`src/rtl/fp16_dot_pe.sv`:
```
// rtl/fp16_dot_pe.sv - streaming binary16 multiply-accumulate dot-product PE

// Combinational binary16 multiply.
// Denormal inputs are treated as zero and underflow flushes to signed zero.
// Rounding is round-to-nearest-even, and overflow gives a signed infinity.
module fp16_mul (
  input  logic [15:0] a,
  input  logic [15:0] b,
  output logic [15:0] y
);
  logic        a_nan, b_nan, a_inf, b_inf, a_zero, b_zero, sy, rnd;
  logic [21:0] p;
  logic [10:0] m;
  logic [6:0]  e_raw;
  logic [4:0]  e_m1;
  logic [14:0] mag;

  assign a_nan  = (&a[14:10]) && (|a[9:0]);
  assign b_nan  = (&b[14:10]) && (|b[9:0]);
  assign a_inf  = (&a[14:10]) && !(|a[9:0]);
  assign b_inf  = (&b[14:10]) && !(|b[9:0]);
  assign a_zero = (a[14:10] == 5'd0);
  assign b_zero = (b[14:10] == 5'd0);

  // Significand product, normalise by at most one place, round, then select the special cases
  always_comb begin
    sy    = a[15] ^ b[15];
    p     = {11'd0, 1'b1, a[9:0]} * {11'd0, 1'b1, b[9:0]};
    e_raw = {2'b00, a[14:10]} + {2'b00, b[14:10]} + {6'd0, p[21]};
    if (p[21]) begin
      m   = p[21:11];
      rnd = p[10] & ((|p[9:0]) | p[11]);
    end else begin
      m   = p[20:10];
      rnd = p[9] & ((|p[8:0]) | p[10]);
    end
    // exponent field minus one; the hidden bit of m adds the one back, and a
    // rounding carry ripples into the exponent (up to infinity) for free
    e_m1 = e_raw[4:0] + 5'd16;
    mag  = {e_m1, 10'd0} + {4'd0, m} + {14'd0, rnd};
    if (a_nan || b_nan || (a_inf && b_zero) || (b_inf && a_zero))
      y = 16'h7E00;
    else if (a_inf || b_inf)
      y = {sy, 5'h1F, 10'd0};
    else if (a_zero || b_zero)
      y = {sy, 15'd0};
    else if (e_raw >= 7'd46)
      y = {sy, 5'h1F, 10'd0};
    else if (e_raw <= 7'd15)
      y = {sy, 15'd0};
    else
      y = {sy, mag};
  end
endmodule

// Combinational binary16 add.
// Operands are aligned using three guard bits, and the sum is rounded to nearest-even.
// Exact cancellation gives +0. Denormal inputs and results are treated as zero.
module fp16_add (
  input  logic [15:0] a,
  input  logic [15:0] b,
  output logic [15:0] y
);
  function automatic logic [3:0] lzc14(input logic [13:0] v);
    logic [3:0] r;
    logic       f;
    r = 4'd0;
    f = 1'b0;
    for (int i = 13; i >= 0; i--) begin
      if (!f) begin
        if (v[i]) f = 1'b1;
        else r = r + 4'd1;
      end
    end
    return r;
  endfunction

  logic        a_nan, b_nan, a_inf, b_inf, a_zero, b_zero;
  logic        swap, sl, ss, rnd;
  logic [4:0]  el, es, d, e_m1;
  logic [9:0]  ml, ms;
  logic [13:0] lg, sm, n;
  logic [27:0] sh;
  logic [14:0] sum, mag;
  logic [3:0]  lz;
  logic [6:0]  e;
  logic [10:0] m;

  assign a_nan  = (&a[14:10]) && (|a[9:0]);
  assign b_nan  = (&b[14:10]) && (|b[9:0]);
  assign a_inf  = (&a[14:10]) && !(|a[9:0]);
  assign b_inf  = (&b[14:10]) && !(|b[9:0]);
  assign a_zero = (a[14:10] == 5'd0);
  assign b_zero = (b[14:10] == 5'd0);

  // Order by magnitude, align the smaller operand with sticky, add or subtract, normalise, round
  always_comb begin
    sh   = 28'd0;
    swap = b[14:0] > a[14:0];
    {sl, el, ml} = swap ? b : a;
    {ss, es, ms} = swap ? a : b;
    d  = el - es;
    lg = {1'b1, ml, 3'b000};
    if (d > 5'd13) begin
      sm = 14'd1;
    end else begin
      sh = {1'b1, ms, 3'b000, 14'd0} >> d;
      sm = sh[27:14] | {13'd0, |sh[13:0]};
    end
    sum = (sl == ss) ? ({1'b0, lg} + {1'b0, sm}) : ({1'b0, lg} - {1'b0, sm});
    lz  = lzc14(sum[13:0]);
    if (sum[14]) begin
      n = {sum[14:2], |sum[1:0]};
      e = {2'b00, el} + 7'd1;
    end else begin
      n = sum[13:0] << lz;
      e = {2'b00, el} - {3'b000, lz};
    end
    m    = n[13:3];
    rnd  = n[2] & ((|n[1:0]) | n[3]);
    e_m1 = e[4:0] - 5'd1;
    mag  = {e_m1, 10'd0} + {4'd0, m} + {14'd0, rnd};
    if (a_nan || b_nan || (a_inf && b_inf && (a[15] != b[15])))
      y = 16'h7E00;
    else if (a_inf)
      y = a;
    else if (b_inf)
      y = b;
    else if (a_zero && b_zero)
      y = {a[15] & b[15], 15'd0};
    else if (a_zero)
      y = b;
    else if (b_zero)
      y = a;
    else if (sum == 15'd0)
      y = 16'h0000;
    else if (!sum[14] && ({1'b0, lz} >= el))
      y = {sl, 15'd0};
    else if (e >= 7'd31)
      y = {sl, 5'h1F, 10'd0};
    else
      y = {sl, mag};
  end
endmodule

// Dot-product PE.
// Products are registered, then accumulated one edge later. A vector ends with
// one DRAIN cycle that folds in the last product, and the result is then held
// in DONE until the consumer takes it.
module fp16_dot_pe #(
  parameter int DATA_WIDTH = 16,
  parameter int MAX_LEN    = 64,
  parameter int LEN_W      = 7
) (
  input  logic                  clk,
  input  logic                  rstn,
  input  logic                  clear,
  input  logic [LEN_W-1:0]      cfg_len,
  input  logic                  in_valid,
  output logic                  in_ready,
  input  logic [DATA_WIDTH-1:0] float_a,
  input  logic [DATA_WIDTH-1:0] float_b,
  output logic                  out_valid,
  input  logic                  out_ready,
  output logic [DATA_WIDTH-1:0] result,
  output logic                  busy
);
  typedef enum logic [1:0] {ACCUM, DRAIN, DONE} state_t;

  localparam logic [LEN_W-1:0] MAX_L = LEN_W'(MAX_LEN);

  state_t                state;
  logic [DATA_WIDTH-1:0] acc, prod_r, mul_y, add_y;
  logic                  prod_v, hs, last;
  logic [LEN_W-1:0]      count, count_nxt, len_r, cfg_sat, eff_len;

  fp16_mul u_mul (.a(float_a), .b(float_b), .y(mul_y));
  fp16_add u_add (.a(prod_r),  .b(acc),     .y(add_y));

  // A zero or oversize length selects the maximum. The first pair of a vector
  // uses the freshly sampled length, so a one-pair vector ends on that pair.
  assign cfg_sat   = ((cfg_len == '0) || (cfg_len > MAX_L)) ? MAX_L : cfg_len;
  assign eff_len   = (count == '0) ? cfg_sat : len_r;
  assign count_nxt = count + LEN_W'(1);
  assign in_ready  = (state == ACCUM) && !clear && (count < len_r);
  assign hs        = in_valid && in_ready;
  assign last      = hs && (count_nxt == eff_len);
  assign out_valid = (state == DONE);
  assign result    = acc;
  assign busy      = (count != '0) || (state != ACCUM);

  // Control FSM: accept pairs, drain the final product, hold the result until consumed
  always_ff @(posedge clk or negedge rstn) begin
    if (!rstn) begin
      state  <= ACCUM;
      count  <= '0;
      len_r  <= MAX_L;
      prod_v <= 1'b0;
      prod_r <= '0;
    end else if (clear) begin
      state  <= ACCUM;
      count  <= '0;
      prod_v <= 1'b0;
    end else begin
      case (state)
        ACCUM: begin
          prod_v <= hs;
          if (hs) begin
            prod_r <= mul_y;
            count  <= count_nxt;
            if (count == '0) len_r <= cfg_sat;
            if (last) state <= DRAIN;
          end
        end
        DRAIN: begin
          prod_v <= 1'b0;
          state  <= DONE;
        end
        DONE: begin
          prod_v <= 1'b0;
          if (out_ready) begin
            count <= '0;
            state <= ACCUM;
          end
        end
        default: state <= ACCUM;
      endcase
    end
  end

  // Accumulator: starts each vector from +0 and folds in every registered product
  always_ff @(posedge clk or negedge rstn) begin
    if (!rstn)
      acc <= '0;
    else if (clear)
      acc <= '0;
    else if ((state == DONE) && out_ready)
      acc <= '0;
    else if (prod_v)
      acc <= add_y;
  end
endmodule

```
`config.mk`:
```
export PLATFORM = sky130hd
export DESIGN_NAME = fp16_dot_pe
export DESIGN_NICKNAME = d
export VERILOG_FILES = /design/src/rtl/fp16_dot_pe.sv
export SDC_FILE = /design/constraint.sdc
export NUM_CORES = 1
export LEC_CHECK = 0
export ABC_AREA = 1
export CAP_MARGIN = 20
export CORE_MARGIN = 2
export CORE_UTILIZATION = 60
export DETAILED_ROUTE_END_ITERATION = 6
export DONT_BUFFER_PORTS = 1
export HOLD_SLACK_MARGIN = 0.08
export PLACE_DENSITY = 0.76
export SLEW_MARGIN = 10
export SYNTH_ARGS = -nofsm -noshare
export SYNTH_HDL_FRONTEND = slang
export SYNTH_SLANG_ARGS = --single-unit
```
`constraint.sdc`:
```
create_clock -name clk -period 15.7 [get_ports clk]
set_input_delay 1.57 -clock clk [delete_from_list [all_inputs] [get_ports clk]]
set_output_delay 1.57 -clock clk [all_outputs]
set_load 0.02 [all_outputs]
```
==> flow_summary.yaml, run 1 <==
cells_and_area:
  nNetsFinal: 2267
  area_growth_pct: 2.51
  final_area_mm2: 0.0133
  n_antenna_cell: 0
  drive_gt1_frac: 0.0595
  final_util: 0.629
route:
  post_drt_wl_per_cell_um: 15.4
  drt_pass1_iterations: 6
  wl_mm: 35.1
  drt-initial-drc-count: 836
  antenna_left: 0
  vias: 12900
  via_per_inst: 5.65
  drc: 0
cts:
  cts_tree: "yes"
  cts.clk_slew.worst_paths_ps: 70
  cts_root_buf: "clkbuf_16"
  cts_max_level: 2
  cts.sink_count: 49
  postCtsHoldBufs: 0
  cts.path.max_buffers: 2
  cts_buffers: 5
  clk_latency_ps: 300
place:
  dp_hpwl_mm: 29.4
  routabilityCongestion: 0.956
  dpl_cell_area_mm2: 0.0131
  portBuffers: 0
logic_synthesis:
  syn_area_mm2: 0.0130
  synth_warnings: 0
  synth_area_per_cell_um2: 6.34
  ys_seq_elements: 49
  syn_nets: 2315
  synth.distinct_cells: 61
  async_flop_share: 1.00
  yosysSeqAreaShare: 0.0945
  synth-edff-count: 0
  synthFlopType: "dfrtp_1"
  syn_inst: 2048
sta:
  setup_viol: 0
  final_hold_viol_count: 0
  holdWs_ps: 498
  maxSlewViolCount: 0
  max_freq_mhz: 71.0
  setup_tns_ps: 0
  fin_crit_ps: 14070
  relSlewSlack: 0.293
  max_slew.worst_pin.slew_ps: 1050
  period_share: 0.896
  skew_ps: 4.91
job:
  timing.max_cap.violations: 0
worst_setup_path:
  start_kind: "register"
  worstSetupPathType: "reg -> reg"
  ff2ff_setup_slack_ps: 1630
  slowest_delay_ps: 530
  worstPathArrival_ps: 14290
  worst-path-max-fanout: 41
  critical_path_required_ps: 15920
  crit_top_cell: "nand2_1"
  crit_slowest_cell: "dfrtp_1"
  endpoint_kind: "register"
die:
  die_x_um: 151
  core.rowCount: 53
  die_area_mm2: 0.0228
  initial_core_util: 0.614
  die_y_um: 151
  ios: 63
  core_mm2: 0.0212
global_routing:
  grt_max_degree: 50
  grt_pass1_vias: 12200
  grt_pass1_wl_mm: 57.4
  overflow: 0
  antenna_found_initial: 0
  grtUsageTotal: 0.313
status:
  status: "finished clean"
worst_hold_path:
  min_path_type: "reg -> reg"
## worst paths after layout
check / start / endpoint / depth (start not counted)
max in group asynchronous: rstn / len_r[6]$_DFFE_PN1P_ / 0
min in group asynchronous: rstn / state[0]$_DFFE_PN0P_ / 0
max: result[14]$_DFFE_PN0P_ / result[2]$_DFFE_PN0P_ / 94
min: len_r[2]$_DFFE_PN0P_ / len_r[2]$_DFFE_PN0P_ / 2
min reg2reg: len_r[2]$_DFFE_PN0P_ / len_r[2]$_DFFE_PN0P_ / 2
max reg2reg: result[14]$_DFFE_PN0P_ / result[2]$_DFFE_PN0P_ / 94
## cell type report
type | instances | area [µm²]
Tap cell | 275 | 344
Multi-Input combinational cell | 1552 | 10100
Inverter | 389 | 1460
Fill cell | 1991 | 7840
Clock buffer | 5 | 125
Sequential cell | 49 | 1230
Timing Repair Buffer | 3 | 22.5
Clock inverter | 3 | 65.1
## cell usage after synthesis (5+ instances only)
| cell type | count | area [µm²] |
|---|---|---|
| dfrtp_1 | 48 | 1200 |
| clkbuf_1 | 38 | 143 |
| nor4_1 | 12 | 75.1 |
| ha_1 | 140 | 1750 |
| o22ai_1 | 10 | 62.6 |
| xor2_1 | 35 | 307 |
| o21ai_1 | 19 | 95.1 |
| nor2_2 | 11 | 68.8 |
| nand2_2 | 29 | 181 |
| or2_2 | 6 | 37.5 |
| nor2_1 | 133 | 499 |
| o211ai_1 | 10 | 75.1 |
| fa_1 | 83 | 1660 |
| inv_2 | 10 | 37.5 |
| xnor2_1 | 10 | 87.6 |
| nand3_1 | 192 | 961 |
| buf_2 | 9 | 45.0 |
| o21ai_0 | 103 | 515 |
| nand2_4 | 10 | 113 |
| nand4_1 | 21 | 131 |
| inv_1 | 376 | 1410 |
| nand3b_1 | 5 | 37.5 |
| nor2_4 | 7 | 78.8 |
| a31oi_1 | 6 | 37.5 |
| buf_4 | 6 | 45.0 |
| o31ai_1 | 6 | 45.0 |
| nand3_2 | 10 | 100 |
| nand2_1 | 540 | 2030 |
| nor3_1 | 23 | 115 |
| a22oi_1 | 8 | 60.1 |
| o21bai_1 | 13 | 97.6 |
| a21oi_1 | 66 | 330 |
## layer usage
metal  GRT usage  up-vias  share of wire
met5           0        -              0
met4       0.138        0          0.045
met3      0.0349       83          0.048
met2       0.563      365           0.49
met1       0.378     6010           0.42
li1            -     6399              -
## what timing repair did
action,4_1_cts,5_1_grt
setup buffers,0,2
gates resized for setup,0,10
endpoints found under the setup margin,0,15
## cell usage in the layout, fill, tap and decap left out, types with 23 or more instances in the layout
cell,Yosys,final
dfrtp_1,48,48
nand2_1,540,540
nand3_1,192,191
inv_1,376,375
nand2_2,29,29
nor3_1,23,23
a21oi_1,66,65
xor2_1,35,35
fa_1,83,83
o21ai_0,103,103
nor2_1,133,132
ha_1,140,138
## registers in the layout, summed over array words and instances (netlist names)
name,flops
count,7
len_r,7
prod_r,16
prod_v,1
result,16
state,2
## critical path, delay by kind of cell (launching register included)
kind / cells / cell delay (ps)
compound gates: 20 / 3160
simple gates: 49 / 5150
flops: 1 / 530
xor+xnor: 2 / 580
fa+ha+maj: 11 / 3540
buf+inv: 12 / 1000
## stage by stage
stage                     cells  setup WS [ps]
after floorplan            2048           3520
after global placement     2266           1720
after detailed placement   2266           1140
after CTS                  2274           1030
after global routing       2276          -20.9
final                      2276           1630
## cell families after synthesis
group           Yosys count  share of synthesized area
fa+ha+maj               223                      0.263
xor+xnor                 47                     0.0337
mux                       3                    0.00231
simple gates           1010                      0.350
compound gates          269                      0.122
buf+inv                 447                      0.134
flops                    49                     0.0945
Power of run 1 is not shown: default switching activity piles up to over one toggle a cycle in this logic, so the estimate is an artifact.
==> run 2: changes to the inputs <==
--- a/config.mk
+++ b/config.mk
@@ -8,11 +8,11 @@
 export ABC_AREA = 1
 export CAP_MARGIN = 20
 export CORE_MARGIN = 2
-export CORE_UTILIZATION = 60
+export CORE_UTILIZATION = 30
 export DETAILED_ROUTE_END_ITERATION = 6
 export DONT_BUFFER_PORTS = 1
 export HOLD_SLACK_MARGIN = 0.08
-export PLACE_DENSITY = 0.76
+export MAX_ROUTING_LAYER = met4
 export SLEW_MARGIN = 10
 export SYNTH_ARGS = -nofsm -noshare
 export SYNTH_HDL_FRONTEND = slang
==> flow_summary.yaml, run 2 (same netlist as run 1, synthesis figures left out) <==
status:
  status: "finished clean"
job:
  timing.max_cap.violations: 0
sta:
  holdWs_ps: 492
  final_hold_viol_count: 0
  period_share: 0.901
  fin_crit_ps: 14140
  maxSlewViolCount: 0
  setup_tns_ps: 0
  skew_ps: 9.26
  relSlewSlack: 0.456
  max_slew.worst_pin.slew_ps: 808
  max_freq_mhz: 70.7
  rsz0062_at_grt: "false"
  setup_slack_ps: 1560
  setup_viol: 0
worst_setup_path:
  worstPathArrival_ps: 14330
  start_kind: "register"
  worst-path-max-fanout: 41
  slowest_delay_ps: 510
  rr_worst_depth: 96
  timing.rr.start: "prod_r[12]$_DFFE_PN0P_"
  critPathTopFamily: "simple AND/OR/NAND/NOR gates"
  crit_top_cell: "nand2_1"
  endpoint_kind: "register"
  critical_path_required_ps: 15890
  ff2ff_setup_slack_ps: 1560
  worstSetupPathType: "reg -> reg"
  worstReg2RegEnd: "result[13]$_DFFE_PN0P_"
  path_depth: 96
  crit_slowest_cell: "fa_1"
  worst-path-buf-inv: 14
route:
  post_drt_wl_per_cell_um: 14.3
  wl_mm: 37.0
  antenna_left: 0
  drc: 0
  drt-initial-drc-count: 934
  vias: 12700
  drt_pass1_iterations: 5
  via_per_inst: 4.90
place:
  dpl_cell_area_mm2: 0.0135
  portBuffers: 0
  routabilityCongestion: 0.920
  dp_hpwl_mm: 31.1
  place_ws_ps: 916
global_routing:
  overflow: 0
  grtUsageTotal: 0.173
  grt_pass1_wl_mm: 62.1
  antenna_found_initial: 1
  grt_pass1_vias: 12500
  grt_max_degree: 50
worst_hold_path:
  min_path_type: "reg -> reg"
  min_path_cells: 2
  hold-path-endpoint: "len_r[2]$_DFFE_PN0P_"
  hp-start: "len_r[2]$_DFFE_PN0P_"
cells_and_area:
  final_cell_mix: "nand2_1 (540), inv_1 (375), nand3_1 (191), ha_1 (138), nor2_1 (132)"
  final_common_cell: "nand2_1"
  nNetsFinal: 2271
  area_growth_pct: 5.23
  final_area_mm2: 0.0137
  drive_gt1_frac: 0.0608
die:
  die_x_um: 212
  core_mm2: 0.0429
  initial_core_util: 0.303
  core.rowCount: 76
  die_y_um: 212
  die_area_mm2: 0.0450
  ios: 63
cts:
  cts.sink_count: 49
  cts.path.max_buffers: 2
  cts_root_buf: "clkbuf_16"
  cts_tree: "yes"
  cts_max_level: 2
  clk_latency_ps: 300
  cts.clk_slew.worst_paths_ps: 70
  postCtsHoldBufs: 0
  cts_buffers: 5
run 2: worst min-delay path, stage by stage (launching register included):
cell     delay, ps
dfrtp_1        350
nand2_1         50
o21ai_0         60
run 2: worst max path at each step:
stage                                   to  slack (ps)                   start
floorplan            result[2]$_DFFE_PN0P_        3520  result[10]$_DFFE_PN0P_
global placement     result[2]$_DFFE_PN0P_        1290  result[10]$_DFFE_PN0P_
detailed placement   result[2]$_DFFE_PN0P_         920  result[10]$_DFFE_PN0P_
CTS                  result[2]$_DFFE_PN0P_         880  result[10]$_DFFE_PN0P_
global route        result[13]$_DFFE_PN0P_          60  prod_r[12]$_DFFE_PN0P_
finish              result[13]$_DFFE_PN0P_        1560  prod_r[12]$_DFFE_PN0P_
run 2: metrics by stage:
| step | util | cells |
|---|---|---|
| after floorplan | - | 2048 |
| after global placement | 0.314 | 2577 |
| after detailed placement | 0.314 | 2577 |
| after CTS | 0.317 | 2585 |
| after global routing | 0.319 | 2591 |
| final | 0.319 | 2591 |
run 2: final cells by class:
cell class | count | area, µm²
diodes | 1 | 2.50
clock buffers | 5 | 125
clock inverters | 3 | 21.3
fillers | 4775 | 29200
inverters | 389 | 1460
multi-input cells | 1552 | 10000
flip-flops and latches | 49 | 1230
well taps | 585 | 732
repair buffers | 6 | 45.0
repair inverters | 1 | 5.00
run 2: timing repair:
item	CTS	global route
buffers inserted	0	4
resized for setup	0	7
endpoints found under the setup margin	0	14
run 2: per-layer routing:
layer	up-vias	GRT usage	part of all wire
met5	-	-	0
met4	0	0.0493	0.024
met3	60	0.0176	0.048
met2	344	0.294	0.47
met1	5879	0.217	0.45
li1	6407	-	-
Power of run 2 is left out for the same reason.
==> run 3: changes to the inputs <==
--- a/config.mk
+++ b/config.mk
@@ -7,7 +7,6 @@
 export LEC_CHECK = 0
 export ABC_AREA = 1
 export CAP_MARGIN = 20
-export CORE_MARGIN = 2
 export CORE_UTILIZATION = 30
 export DETAILED_ROUTE_END_ITERATION = 6
 export DONT_BUFFER_PORTS = 1
==> flow_summary.yaml, run 3 (same netlist as run 1, synthesis figures left out) <==
status:
  status: "finished clean"
cts:
  cts.sink_count: 49
  cts.path.max_buffers: 2
  cts_buffers: 5
  cts_root_buf: "clkbuf_16"
  postCtsHoldBufs: 0
  clk_latency_ps: 300
  cts_max_level: 2
  cts_tree: "yes"
  cts.clk_slew.worst_paths_ps: 70
worst_hold_path:
  min_path_type: "reg -> reg"
  hp-start: "len_r[1]$_DFFE_PN0P_"
  hold-path-endpoint: "len_r[1]$_DFFE_PN0P_"
  min_path_cells: 2
die:
  ios: 63
  die_area_mm2: 0.0441
  core.rowCount: 75
  core_mm2: 0.0423
  die_y_um: 210
  die_x_um: 210
  initial_core_util: 0.307
sta:
  max_slew.worst_pin.slew_ps: 845
  maxSlewViolCount: 0
  final_hold_viol_count: 0
  skew_ps: 4.90
  setup_slack_ps: 1620
  fin_crit_ps: 14080
  period_share: 0.897
  relSlewSlack: 0.431
  max_freq_mhz: 71.0
  holdWs_ps: 492
  setup_tns_ps: 0
  rsz0062_at_grt: "false"
  setup_viol: 0
cells_and_area:
  final_common_cell: "nand2_1"
  area_growth_pct: 5.02
  fill_cells: 4685
  n_antenna_cell: 0
  regArea_mm2: 0.00123
  nNetsFinal: 2268
  multi_input_area_mm2: 0.0101
  drive_gt1_frac: 0.0589
  final_util: 0.322
  final_cell_mix: "nand2_1 (540), inv_1 (375), nand3_1 (191), ha_1 (138), nor2_1 (132)"
global_routing:
  grtUsageTotal: 0.177
  grt_pass1_wl_mm: 62.6
  overflow: 0
  grt_max_degree: 50
  antenna_found_initial: 0
  grt_pass1_vias: 12500
route:
  vias: 12600
  antenna_left: 0
  drc: 0
  wl_mm: 37.5
  via_per_inst: 4.87
  drt-initial-drc-count: 934
  drt_pass1_iterations: 6
  post_drt_wl_per_cell_um: 14.5
place:
  portBuffers: 0
  dp_hpwl_mm: 31.4
  place_ws_ps: 1000
  routabilityCongestion: 0.964
worst_setup_path:
  worstPathArrival_ps: 14280
  start_kind: "register"
  worstReg2RegEnd: "result[13]$_DFFE_PN0P_"
  critical_path_required_ps: 15890
  crit_top_cell: "nand2_1"
  crit_slowest_cell: "fa_1"
  rr_worst_depth: 96
  slowest_delay_ps: 510
  worst-path-max-fanout: 41
  endpoint_kind: "register"
  timing.rr.start: "prod_r[13]$_DFFE_PN0P_"
  worstSetupPathType: "reg -> reg"
  ff2ff_setup_slack_ps: 1620
job:
  timing.max_cap.violations: 0
[run 3: cell count changes in the layout (fill, tap and decap cells not counted), sizes merged]
| cell | before | now |
|---|---|---|
| clkinvlp | 3 | 1 |
| buf | 6 | 4 |
| diode | 1 | 0 |
| clkbuf | 5 | 6 |
[run 3: worst max-delay path by stage]
stage	from	depth (start not counted)	slack, ps	endpoint
finish	prod_r[13]$_DFFE_PN0P_	96	1620	result[13]$_DFFE_PN0P_
floorplan	result[10]$_DFFE_PN0P_	98	3520	result[2]$_DFFE_PN0P_
global route	prod_r[13]$_DFFE_PN0P_	94	2	result[2]$_DFFE_PN0P_
detailed placement	result[10]$_DFFE_PN0P_	95	1000	result[2]$_DFFE_PN0P_
CTS	result[10]$_DFFE_PN0P_	95	960	result[6]$_DFFE_PN0P_
global placement	result[10]$_DFFE_PN0P_	95	1310	result[2]$_DFFE_PN0P_
[run 3: area by class of cell]
class                   instances  area share
multi-input cells            1552       0.737
inverters                     389       0.107
flip-flops and latches         49      0.0900
well taps                     577      0.0529
clock buffers                   6     0.00945
repair buffers                  4     0.00220
clock inverters                 2     0.00101
[run 3: worst max-delay path: cells and delay by family, from the launching register on]
kind / cells / cell delay, ps
AO/OA/AOI/OAI: 13 / 2370
buffers and inverters: 16 / 1520
AND/OR/NAND/NOR: 54 / 5620
adder cells (fa/ha/maj): 12 / 3860
XOR/XNOR: 1 / 130
flip-flops: 1 / 450
[run 3: timing repair]
item / in CTS / in global routing
setup endpoints to repair: 0 / 15
setup buffers: 0 / 2
resized for setup: 0 / 8
[run 3: routing by layer]
layer,global-route usage,up-vias,share of wire
li1,-,6407,-
met2,0.304,300,0.47
met3,0.0121,61,0.040
met5,-,-,0
met1,0.223,5802,0.46
met4,0.0511,0,0.029
[run 3: through the flow]
step                area, µm²  std cells
floorplan               13000       2048
CTS                     13600       2577
detailed placement      13400       2569
global placement        13400       2569
global route            13600       2579
finish                  13600       2579
Power of run 3 is left out for the same reason.
